===== src/rtl/instr_sequencer.sv =====
// Fetch/execute sequencer: loads the IR from instruction RAM and drives the one-hot FETCH/EXEC1/EXEC2 strobes.
// Optional single-step gating of FETCH is enabled by defining SEQ_SINGLE_STEP_EN.
module instr_sequencer #(
  parameter int CNT_W          = 16,
  parameter bit START_ON_RESET = 1'b0
) (
  input  logic             CLK,
  input  logic             RESETn,
  input  logic             START,
  input  logic [15:0]      RAMi_q,
  input  logic             E2,
  input  logic             STP,
`ifdef SEQ_SINGLE_STEP_EN
  input  logic             STEP,
`endif
  output logic [15:0]      instr,
  output logic             FETCH,
  output logic             EXEC1,
  output logic             EXEC2,
  output logic             HALTED,
  output logic [CNT_W-1:0] INSTR_CNT
);

  typedef enum logic [2:0] {
    S_IDLE,
    S_FETCH,
    S_EXEC1,
    S_EXEC2,
    S_HALT
  } state_t;

  state_t state;
  state_t nxt;
  logic   step_go;
  logic   retire;

`ifdef SEQ_SINGLE_STEP_EN
  logic step_q;

  always_ff @(posedge CLK) begin
    if (!RESETn) step_q <= 1'b0;
    else         step_q <= STEP;
  end

  // One rising edge of STEP releases exactly one instruction.
  assign step_go = STEP & ~step_q;
`else
  assign step_go = 1'b1;
`endif

  // NOTE: every signal assigned in always_comb gets a default first, so no latch is inferred.
  always_comb begin
    nxt = state;
    unique case (state)
      S_IDLE:  if (START || START_ON_RESET) nxt = S_FETCH;
      S_FETCH: if (step_go) nxt = S_EXEC1;
      S_EXEC1: begin
        if (STP)     nxt = S_HALT;
        else if (E2) nxt = S_EXEC2;
        else         nxt = S_FETCH;
      end
      S_EXEC2: nxt = S_FETCH;
      S_HALT:  nxt = S_HALT;
      default: nxt = S_IDLE;
    endcase
  end

  // An instruction retires on the edge leaving its last execute cycle, STP included.
  assign retire = (state == S_EXEC2) || ((state == S_EXEC1) && (nxt != S_EXEC2));

  // NOTE: reset is synchronous (sampled on the clock edge) and all state uses non-blocking assignments.
  always_ff @(posedge CLK) begin
    if (!RESETn) begin
      state     <= S_IDLE;
      instr     <= 16'h0000;
      INSTR_CNT <= '0;
      FETCH     <= 1'b0;
      EXEC1     <= 1'b0;
      EXEC2     <= 1'b0;
      HALTED    <= 1'b0;
    end else begin
      state  <= nxt;
      FETCH  <= (nxt == S_FETCH);
      EXEC1  <= (nxt == S_EXEC1);
      EXEC2  <= (nxt == S_EXEC2);
      HALTED <= (nxt == S_HALT);
      if ((state == S_FETCH) && step_go) instr <= RAMi_q;
      if (retire) INSTR_CNT <= INSTR_CNT + CNT_W'(1);
    end
  end

endmodule

===== config.mk =====
export PLATFORM = sky130hd
export DESIGN_NAME = instr_sequencer
export DESIGN_NICKNAME = d
export VERILOG_FILES = /design/src/rtl/instr_sequencer.sv
export SDC_FILE = /design/constraint.sdc
export NUM_CORES = 1
export LEC_CHECK = 0
export CAP_MARGIN = 5
export CELL_PAD_IN_SITES_DETAIL_PLACEMENT = 1
export CELL_PAD_IN_SITES_GLOBAL_PLACEMENT = 2
export CORE_ASPECT_RATIO = 2
export CORE_MARGIN = 5
export CORE_UTILIZATION = 25
export DETAILED_ROUTE_END_ITERATION = 16
export PLACE_DENSITY_LB_ADDON = 0.1
export SLEW_MARGIN = 5
export SYNTH_ARGS = -nofsm -noshare
export SYNTH_HDL_FRONTEND = slang
export SYNTH_SLANG_ARGS = --single-unit

===== constraint.sdc =====
create_clock -name CLK -period 2.1 [get_ports CLK]
set_input_delay 0.21 -clock CLK [delete_from_list [all_inputs] [get_ports CLK]]
set_output_delay 0.21 -clock CLK [all_outputs]
set_load 0.05 [all_outputs]

# After elaboration in Yosys (flattened, before gate mapping)
# Cells that the tools add are included.
totals:
  elab_cells: 24
  output_inout_bits: 36
  regBits: 39
classes:
  n_reduce_logical: 3
  addsub: 1
  eq_ne: 9
  n_mux: 4
ops:
  columns: ["operator", "count"]
  rows:
  - ["$add 16x1->16 const B", 1]
  - ["$pmux 3 s5", 1]
  - ["$eq 3x2->1 const B", 4]
  - ["$eq 3x1->1 const B", 2]
  - ["$eq 3x3->1 const B", 2]
  - ["$mux 3", 2]
  - ["$logic_not 3->1", 1]
  - ["$ne 3x2->1 const B", 1]
  - ["$mux 2", 1]
  - ["$logic_and 1x1->1", 1]
  - ["$logic_or 1x1->1", 1]

# Longest topological paths before layout
# Gate-level depths: netlist of the first run.
depth:
  depth_word: 6
  depth_mapped: 6
  ltp_nobuf: 5

# Worst setup path after synthesis of the first run
# Ideal clock, no wire load.
synth_timing:
  path_type: "reg-to-reg"
  startpoint: "register INSTR_CNT[3]"
  endpoint: "register INSTR_CNT[13]"
  path_buffers: 1
  arrival_ns: 2.096
  setup_slack_ns: -0.066
  setup_ns: 0.070
  synth_period_minus_slack_ns: 2.166
  path_stages_with_launch: 6
  cell_sequence: "dfxtp_1 > nand3_1 > or4_1 > buf_2 > or4_1 > a21boi_1"
synth_via:
  elab_chain_cells: 1
synth_lines:
  columns: ["item", "line_no", "text"]
  rows:
  - ["from (decl)", "21", "output logic [CNT_W-1:0] INSTR_CNT"]
  - ["from (signal assigned)", "88", "if (retire) INSTR_CNT <= INSTR_CNT + CNT_W'(1);"]
  - ["$add 16x1->16", "88", null]
# Every way passes these cells.
# A chain may end at the register's enable or synchronous reset.

# Worst setup path in the final report of the first run
layout_timing:
  startpoint: "register state[2]"
  endpoint: "register INSTR_CNT[7]"
layout_via:
  elab_chain_cells: 5
layout_lines:
  columns: ["item", "line_no", "text"]
  rows:
  - ["from (decl)", "32", "state_t state;"]
  - ["from (signal assigned)", "82", "state <= nxt;"]
  - ["$eq 3x3->1 (tied with other cells)", "54", "unique case (state)"]
  - ["$pmux 3 s5", "54", null]
  - ["$ne 3x2->1", "69", "assign retire = (state == S_EXEC2) || ((state == S_EXEC1) && (nxt != S_EXEC2));"]
  - ["$logic_and 1x1->1", "69", null]
  - ["$logic_or 1x1->1 *", "69", null]
# Every way passes the cells marked *; elsewhere a longest branch is shown, timed or not.

==> results.json, run 1 <==
{
  "timing.rr.start": "state[2]",
  "final_common_cell": "clkdlybuf4s50_1",
  "clk_pin_slew_ps": 60,
  "crit_start": "state[2]",
  "post-dp-hpwl_um": 3815,
  "seqCellArea_sq_um": 784.5,
  "ant_nets": 0,
  "synth_nets": 205,
  "root_buffer": "clkbuf_16",
  "hold_viol": 0,
  "worstPathRequired_ps": 2310,
  "rsz0062_at_grt": "no",
  "grtUsageMet1": 0.1154,
  "n_antenna_cell": 0,
  "numPortBuffers": 56,
  "grt_use_met3": 0.04242,
  "maxSlewViolCount": 0,
  "r2r_end": "INSTR_CNT[7]",
  "clkLatencyLatePin_ps": 280,
  "nets": 270,
  "syn_area_per_cell_sq_um": 8.847,
  "arrival_ps": 2110,
  "worst_pin_slew_ps": 629.8,
  "fin_util": 0.3928,
  "grt_usage": 0.1281,
  "vias": 1522,
  "cellPowerDensity_nw_per_um2": 733.3,
  "use_met2": 0.2475,
  "initial_core_util": 0.2566,
  "layout_common_cells": "clkdlybuf4s50_1 (56), nand2_1 (45), dfxtp_1 (36)",
  "yosysSeqAreaShare": 0.4822,
  "viasPerCell": 4.557,
  "cp-start-kind": "register",
  "cts_sinks": 39,
  "io_pins": 57,
  "ctsResizeCount": 0,
  "max-vdd-ir-drop_mv": 0.4659,
  "routabilityCongestion": 0.7007,
  "grt_max_degree": 17,
  "postCtsSetupBuffers": 0,
  "std_cell_rows": 41,
  "ctsHoldBuffers": 0,
  "cp.depth": 5,
  "cap_violations": 0,
  "clk_path_buf_depth": 2,
  "die_h_um": 123.8,
  "grt_pass1_vias": 1654,
  "dieArea_sq_um": 8284,
  "cts_max_level": 2,
  "synth.distinct_cells": 33,
  "wl_per_cell_um": 14.37,
  "path_class": "register to register",
  "fmaxAchievable_mhz": 523.9,
  "num-fill-cells": 757,
  "cp_cell_sequence": "nand2b_2 -> or4_1 -> buf_4 -> or3_1 -> a21boi_0",
  "core_area_sq_um": 6310,
  "worst-path-max-fanout": 6,
  "hold_depth": 2,
  "timing.slew.headroom": 0.5801,
  "layout-drive-gt1-share": 0.09274,
  "antenna_found_initial": 0,
  "grt_pass1_wl_um": 7817,
  "fin_crit_ps": 1909,
  "syn_to_final_growth_pct": 53.09,
  "numCtsBuffers": 5,
  "p_leak_nw": 0.9184,
  "status": "finished, final reports clean",
  "drc_errors": 0,
  "drt_wl_total_um": 4801,
  "cp-end-kind": "register",
  "setup_violations": 0,
  "die_w_um": 66.91,
  "drtPass1Iterations": 2,
  "crit_family": "simple AND/OR/NAND/NOR gates",
  "cp_slowest_cell": "or4_1",
  "synth-warning-count": 0,
  "hold_class": "register to register",
  "netlist_area_sq_um": 1619,
  "multiInputGateArea_sq_um": 799.5,
  "grt.busiest_layer": "met2",
  "rrSetupSlack_ps": 190,
  "rr_worst_depth": 5,
  "power_w": 0.001818,
  "crit_buf_inv": 1,
  "slowest_delay_ps": 630,
  "synth_seq_cells": 39,
  "clock_skew_ps": 2.654,
  "syn_inst": 183,
  "cts_tree": "yes",
  "grt.overflow.total": 0,
  "crit_path_end": "INSTR_CNT[7]",
  "period_share": 0.9090,
  "dr.first_iter.drc_count": 38
}
## worst reg2reg max path: cells and delay by family (launching register included)
family / cells / cell delay [ps]
buf+inv: 1 / 200
flops: 1 / 310
simple gates: 3 / 1170
compound gates: 1 / 160
## cell type report
type,instances,share of cell area
clock buffers,6,0.05603
flip-flops and latches,39,0.3165
well taps,86,0.04341
inverters,2,0.003029
multi-input cells,134,0.3226
clock inverters,1,0.002019
repair buffers,66,0.2564
## metrics by stage
step / worst slack [ps] / area (sq um) / hold WS (ps) / setup TNS, ps / instances
after floorplan: 82.12 / 1623 / 354.9 / 0 / 183
after global placement: -33.22 / 2335 / 452.7 / -63.45 / 327
after detailed placement: -99.78 / 2335 / 460.6 / -195.4 / 327
after CTS: 172.3 / 2479 / 471.9 / 0 / 334
after global routing: 50.74 / 2479 / 493.8 / 0 / 334
final: 191.1 / 2479 / 466.9 / 0 / 334
## report_power, final
part | switching (W) | internal [W] | total, W | leakage [nW]
Clock | 0.000285 | 0.000463 | 0.000748 | 0.0727
Sequential | 0.0000169 | 0.000770 | 0.000786 | 0.318
Combinational | 0.000168 | 0.000115 | 0.000283 | 0.528
## worst min path at each step
stage / start / to / slack [ps]
floorplan: RAMi_q[10] / instr[10] / 350
global placement: instr[3] / instr[3] / 450
detailed placement: instr[2] / instr[2] / 460
CTS: instr[2] / instr[2] / 470
global route: instr[2] / instr[2] / 490
finish: instr[2] / instr[2] / 470
## sequential cells by signal (all words and copies together), names as in the netlist
signal and cells:
HALTED 1, state 3, INSTR_CNT 16, instr 16, EXEC1 1, FETCH 1, EXEC2 1
## Yosys cell counts
cell type,number,share of area
clkbuf_1,7,0.016
a21boi_1,1,0.0046
buf_2,1,0.0031
or4_1,2,0.0093
nand2b_2,1,0.0054
and4_1,1,0.0054
nand2_1,45,0.10
nor2_1,5,0.012
xor2_1,4,0.022
nor3b_1,3,0.014
ha_1,1,0.0077
nand4_1,2,0.0077
and3_1,1,0.0039
o21ai_0,4,0.012
nand2b_1,7,0.027
nand3_1,5,0.015
or3_1,3,0.012
a21boi_0,21,0.097
or2b_1,1,0.0046
xnor2_1,1,0.0054
nand3b_1,2,0.0093
o2111ai_1,1,0.0054
and2_1,6,0.023
nor4b_1,1,0.0054
nor4_1,2,0.0077
mux2i_1,6,0.037
nor2b_1,2,0.0077
inv_1,2,0.0046
o31ai_1,1,0.0046
nor3_1,3,0.0093
dfxtp_1,39,0.48
nor3b_2,1,0.0077
mux2_2,1,0.0070
## per-layer routing
metal,wire length [um],vias up
met3,287,7
li1,-,745
met4,101,0
met5,0,-
met1,1585,731
met2,2827,39
## cells by family after synthesis
kind of cell,share of synthesized area
simple gates,0.2906
flops,0.4822
compound gates,0.1244
buf+inv,0.02396
mux,0.04405
xor+xnor,0.02705
fa+ha+maj,0.007727
No activity file was read; power rests on OpenSTA's default activity.
==> run 2, diff against run 1 <==
--- a/config.mk
+++ b/config.mk
@@ -9,7 +9,7 @@
 export CELL_PAD_IN_SITES_DETAIL_PLACEMENT = 1
 export CELL_PAD_IN_SITES_GLOBAL_PLACEMENT = 2
 export CORE_ASPECT_RATIO = 2
-export CORE_MARGIN = 5
+export CORE_MARGIN = 2
 export CORE_UTILIZATION = 25
 export DETAILED_ROUTE_END_ITERATION = 16
 export PLACE_DENSITY_LB_ADDON = 0.1
==> run 2 against run 1 <==
  * Cell area up 2.0%
  * Global-route usage up 2.1 points
  * Non-clock buffer count unchanged
  * Worst hold slack worse by 5.2 ps
  * Critical path depth unchanged
  * Largest cell class unchanged
  * Highest routed layer unchanged
==> results.json, run 2 (synthesis gave the netlist of run 1 again) <==
{
  "status": "finished, final reports clean",
  "worst_pin_slew_ps": 608.9,
  "path_class": "register to register",
  "clock_skew_ps": 5.212,
  "syn_to_final_growth_pct": 56.10,
  "cts_sinks": 39,
  "p_seq_frac": 0.384,
  "dieArea_sq_um": 7175,
  "grt_usage": 0.1490,
  "drc_errors": 0,
  "cap_violations": 0,
  "clk_path_buf_depth": 2,
  "grt.overflow.total": 0,
  "cts_max_level": 2,
  "grt_pass1_vias": 1642,
  "cp-end-kind": "register",
  "wl_per_cell_um": 14.53,
  "post-dp-hpwl_um": 3749,
  "clkLatencyLatePin_ps": 280,
  "clk_pin_slew_ps": 60,
  "grt_max_degree": 17,
  "clockPowerShare": 0.478,
  "setup_tns_ps": 0,
  "largest_registers": "INSTR_CNT x16, instr x16, state x3",
  "cellPowerDensity_nw_per_um2": 810.4,
  "max-vdd-ir-drop_mv": 0.4620,
  "slowest_delay_ps": 590,
  "drtPass1Iterations": 3,
  "p_leak_nw": 0.9384,
  "fmaxAchievable_mhz": 518.4,
  "cp-start-kind": "register",
  "cp_slowest_cell": "or4_4",
  "cts_tree": "yes",
  "nets": 270,
  "std_cell_rows": 41,
  "io_pins": 57,
  "fin_crit_ps": 1929,
  "vias": 1514,
  "p_sw_frac": 0.2357,
  "intPower_w": 0.001566,
  "arrival_ps": 2110,
  "routabilityCongestion": 0.7501,
  "n_antenna_cell": 0,
  "grt_pass1_wl_um": 7859,
  "combPwrFrac": 0.138,
  "numPortBuffers": 56,
  "rsz0062_at_grt": "no",
  "final_common_cell": "clkdlybuf4s50_1",
  "die_h_um": 117.8,
  "dr.first_iter.drc_count": 42,
  "hold_class": "register to register",
  "ctsHoldBuffers": 0,
  "setup_violations": 0,
  "power_w": 0.002048,
  "maxSlewViolCount": 0,
  "viasPerCell": 4.519,
  "root_buffer": "clkbuf_16",
  "period_share": 0.9186,
  "core_area_sq_um": 6310,
  "antenna_found_initial": 0,
  "worst-path-max-fanout": 7,
  "drt_wl_total_um": 4869,
  "layout_common_cells": "clkdlybuf4s50_1 (56), nand2_1 (45), dfxtp_1 (36)",
  "cp_cell_sequence": "nor3b_2 -> or4_4 -> buf_4 -> or3_1 -> a21boi_0",
  "numCtsBuffers": 5,
  "initial_core_util": 0.2566,
  "power_switching_w": 0.0004828,
  "die_w_um": 60.91,
  "layout-drive-gt1-share": 0.09639,
  "timing.slew.headroom": 0.5941,
  "ant_nets": 0,
  "num-fill-cells": 751,
  "worstPathRequired_ps": 2290,
  "hold_viol": 0
}
-- run 2: cell count changes in the layout (fill, tap and decap cells not counted), sizes merged --
cell    before  now
bufinv       0    2
clkinv       1    0
-- run 2: worst max-delay path, delay by kind of cell, from the launching register on --
family          cells  cell delay [ps]
compound gates      1              230
buf+inv             1              170
flops               1              430
simple gates        3             1000
-- run 2: final timing paths --
path | end | slack [ps] | cells past startpoint | startpoint
max | INSTR_CNT[7] | 170 | 5 | state[0]
min | instr[2] | 460 | 2 | instr[2]
max reg2reg | INSTR_CNT[7] | 170 | 5 | state[0]
min reg2reg | instr[2] | 460 | 2 | instr[2]
-- run 2: power groups by stage --
stage                logic, W  registers [W]  clock network, W
floorplan           0.0000728       0.000891                 0
global placement     0.000279       0.000802                 0
detailed placement   0.000288       0.000803                 0
CTS                  0.000289       0.000787           0.00101
global route         0.000305       0.000790           0.00104
finish               0.000282       0.000787          0.000980
-- run 2: final cells by class --
| class | instances | area, sq um | area share |
|---|---|---|---|
| Inverter | 2 | 7.507 | 0.002970 |
| Sequential cell | 39 | 784.5 | 0.3104 |
| Clock inverter | 2 | 60.06 | 0.02376 |
| Multi-Input combinational cell | 134 | 803.3 | 0.3178 |
| Tap cell | 86 | 107.6 | 0.04257 |
| Timing Repair Buffer | 66 | 635.6 | 0.2515 |
| Clock buffer | 6 | 128.9 | 0.05099 |
-- run 2: metrics by stage --
stage | hold WS, ps | utilization | instance area [sq um] | setup slack, ps | std cells
after global placement | 451.3 | 0.3700 | 2335 | -50.31 | 327
after detailed placement | 458.5 | 0.3700 | 2335 | -179.2 | 327
after global routing | 490.1 | 0.4006 | 2527 | 56.99 | 335
after CTS | 467.0 | 0.4000 | 2524 | 50.71 | 335
after floorplan | 354.9 | - | 1623 | 82.12 | 183
final | 461.7 | 0.4006 | 2527 | 171.0 | 335
-- run 2: per-layer routing --
metal | share of wire | global-route usage | vias up | routed length (um)
met3 | 0.045 | 0.03956 | 10 | 217
li1 | - | - | 745 | -
met1 | 0.34 | 0.1365 | 718 | 1642
met2 | 0.59 | 0.2829 | 41 | 2886
met4 | 0.025 | 0.06250 | 0 | 123
met5 | 0 | 0 | - | 0
-- run 2: timing repair --
action                                  CTS  global route
setup buffers                             0             0
gates resized for setup                   0             1
endpoints found under the setup margin    0             1
==> run 3, diff against run 2 <==
--- a/config.mk
+++ b/config.mk
@@ -5,12 +5,13 @@
 export SDC_FILE = /design/constraint.sdc
 export NUM_CORES = 1
 export LEC_CHECK = 0
+export ABC_AREA = 1
 export CAP_MARGIN = 5
 export CELL_PAD_IN_SITES_DETAIL_PLACEMENT = 1
 export CELL_PAD_IN_SITES_GLOBAL_PLACEMENT = 2
 export CORE_ASPECT_RATIO = 2
 export CORE_MARGIN = 2
-export CORE_UTILIZATION = 25
+export CORE_UTILIZATION = 24
 export DETAILED_ROUTE_END_ITERATION = 16
 export PLACE_DENSITY_LB_ADDON = 0.1
 export SLEW_MARGIN = 5
==> run 3 against run 2 <==
  * Critical path depth is 4 lower
  * Synthesized area is 5.3% higher
  * Die area is 9.2% higher
  * Critical endpoint is now INSTR_CNT[5]
==> results.json, run 3 <==
{
  "synth_edf_count": 0,
  "postCtsSetupBuffers": 0,
  "p_leak_nw": 0.9598,
  "combPwrFrac": 0.201,
  "largest_registers": "INSTR_CNT x16, instr x16, state x3",
  "synth_top_cell_area_share": 0.4581,
  "cts_max_level": 2,
  "clock_skew_ps": 6.090,
  "timing.slew.headroom": 0.6492,
  "ys_top_cells_by_area": "dfxtp_1 (46%), nor2_1 (12%), nand2_1 (7.9%), o21ai_0 (6.5%), inv_1 (6.2%)",
  "drt_wl_total_um": 5156,
  "worst_pin_slew_ps": 524.5,
  "core_area_sq_um": 6887,
  "hold_viol": 0,
  "ant_nets": 0,
  "rsz0062_at_grt": "no",
  "crit_family": "buffers and inverters",
  "synth_seq_cells": 39,
  "n_antenna_cell": 0,
  "clk_path_buf_depth": 2,
  "clkLatencyLatePin_ps": 280,
  "setup_violations": 0,
  "grt_pass1_vias": 1786,
  "cp-end-kind": "primary output",
  "dieArea_sq_um": 7832,
  "maxSlewViolCount": 0,
  "syn_area_per_cell_sq_um": 6.984,
  "cts_sinks": 39,
  "num-fill-cells": 894,
  "async_flop_share": 0,
  "die_h_um": 123.2,
  "ys.flop_type": "dfxtp_1",
  "numPortBuffers": 56,
  "routabilityCongestion": 0.8139,
  "cts_tree": "yes",
  "synth.distinct_cells": 23,
  "post-dp-hpwl_um": 3995,
  "wl_per_cell_um": 13.15,
  "p_seq_frac": 0.416,
  "io_pins": 57,
  "root_buffer": "clkbuf_16",
  "syn_inst": 244,
  "path_class": "register to primary output",
  "status": "finished, final reports clean",
  "fmaxAchievable_mhz": 562.8,
  "numCtsBuffers": 5,
  "synth-warning-count": 0,
  "synth_top_area_cell": "dfxtp_1",
  "grt.overflow.total": 0,
  "period_share": 0.8461,
  "power_switching_w": 0.0005782,
  "cp-start-kind": "register",
  "synth_nets": 266,
  "worst-path-max-fanout": 7,
  "viasPerCell": 4.449,
  "cap_violations": 0,
  "max-vdd-ir-drop_mv": 0.4635,
  "layout_common_cells": "nor2_1 (56), clkdlybuf4s50_1 (56), dfxtp_1 (39)",
  "clk_pin_slew_ps": 60,
  "cellPowerDensity_nw_per_um2": 790.4,
  "synth.most_common_cell": "nor2_1",
  "arrival_ps": 1570,
  "layout-drive-gt1-share": 0.04636,
  "yosys-top-cells-count": "nor2_1 (56), dfxtp_1 (39), nand2_1 (36), inv_1 (28), o21ai_0 (22)",
  "crit_buf_inv": 1,
  "die_w_um": 63.59,
  "std_cell_rows": 43,
  "hold_class": "register to register",
  "yosysSeqAreaShare": 0.4581,
  "nets": 324,
  "setup_tns_ps": 0,
  "grt_max_degree": 26,
  "drtPass1Iterations": 4,
  "vias": 1744,
  "dr.first_iter.drc_count": 63,
  "drc_errors": 0,
  "initial_core_util": 0.2475,
  "cp_cell_sequence": "clkdlybuf4s50_1",
  "fin_ws_ps": 323.2,
  "slowest_delay_ps": 850,
  "intPower_w": 0.001391,
  "ctsResizeCount": 0,
  "grt_usage": 0.1423,
  "fin_crit_ps": 1777,
  "netlist_area_sq_um": 1704,
  "cp_slowest_cell": "clkdlybuf4s50_1",
  "ctsHoldBuffers": 0,
  "antenna_found_initial": 0,
  "syn_to_final_growth_pct": 46.18,
  "clockPowerShare": 0.383,
  "p_sw_frac": 0.2936,
  "grt_pass1_wl_um": 8549,
  "place_ws_ps": 448.2,
  "worstPathRequired_ps": 1890
}
==> run 3: final timing paths <==
path                                   start      endpoint  slack [ps]  cells past startpoint
worst max-delay path            INSTR_CNT[5]  INSTR_CNT[5]         320                      1
worst min-delay path               instr[11]     instr[11]         490                      2
worst max register to register  INSTR_CNT[1]  INSTR_CNT[8]         580                      8
worst min register to register     instr[11]     instr[11]         490                      2
==> run 3: power by group through the flow <==
stage,clock [W],combinational [W],sequential (W)
3_5_place_dp,0,0.000402,0.000835
5_1_grt,0.000804,0.000431,0.000825
2_1_floorplan,0,0.000112,0.000976
3_3_place_gp,0,0.000402,0.000835
4_1_cts,0.000784,0.000403,0.000820
6_report,0.000754,0.000396,0.000818
==> run 3: through the flow <==
stage / util / cell area, sq um / hold WS (ps) / power, W / std cells
floorplan: - / 1704 / 325.6 / 0.001087 / 244
global placement: 0.3408 / 2347 / 461.1 / 0.001236 / 385
detailed placement: 0.3408 / 2347 / 479.4 / 0.001238 / 385
CTS: 0.3617 / 2491 / 494.4 / 0.002007 / 392
global route: 0.3617 / 2491 / 508.1 / 0.002059 / 392
finish: 0.3617 / 2491 / 487.0 / 0.001969 / 392
==> run 3: per-layer routing <==
metal / GRT usage / vias to the layer above / wire length, um
met5: 0 / - / 0
met3: 0.03367 / 4 / 219
met1: 0.1355 / 813 / 1893
met2: 0.2796 / 38 / 2963
met4: 0.06522 / 0 / 78
li1: - / 889 / -
==> run 3: cell families after synthesis <==
kind of cell	share of synthesized area
XOR/XNOR	0.005140
adder cells (fa/ha/maj)	0.007341
buffers and inverters	0.09398
AO/OA/AOI/OAI	0.1380
flip-flops	0.4582
AND/OR/NAND/NOR	0.2974
==> run 3: area by class of cell <==
| class | instances | area, sq um | share of cell area |
|---|---|---|---|
| sequential | 39 | 780.7 | 0.3134 |
| tap | 90 | 112.6 | 0.04520 |
| clock buffer | 6 | 138.9 | 0.05575 |
| inverter | 30 | 115.1 | 0.04621 |
| timing repair buffer | 58 | 575.6 | 0.2310 |
| clock inverter | 1 | 5.005 | 0.002009 |
| multi-input combinational | 168 | 763.2 | 0.3064 |
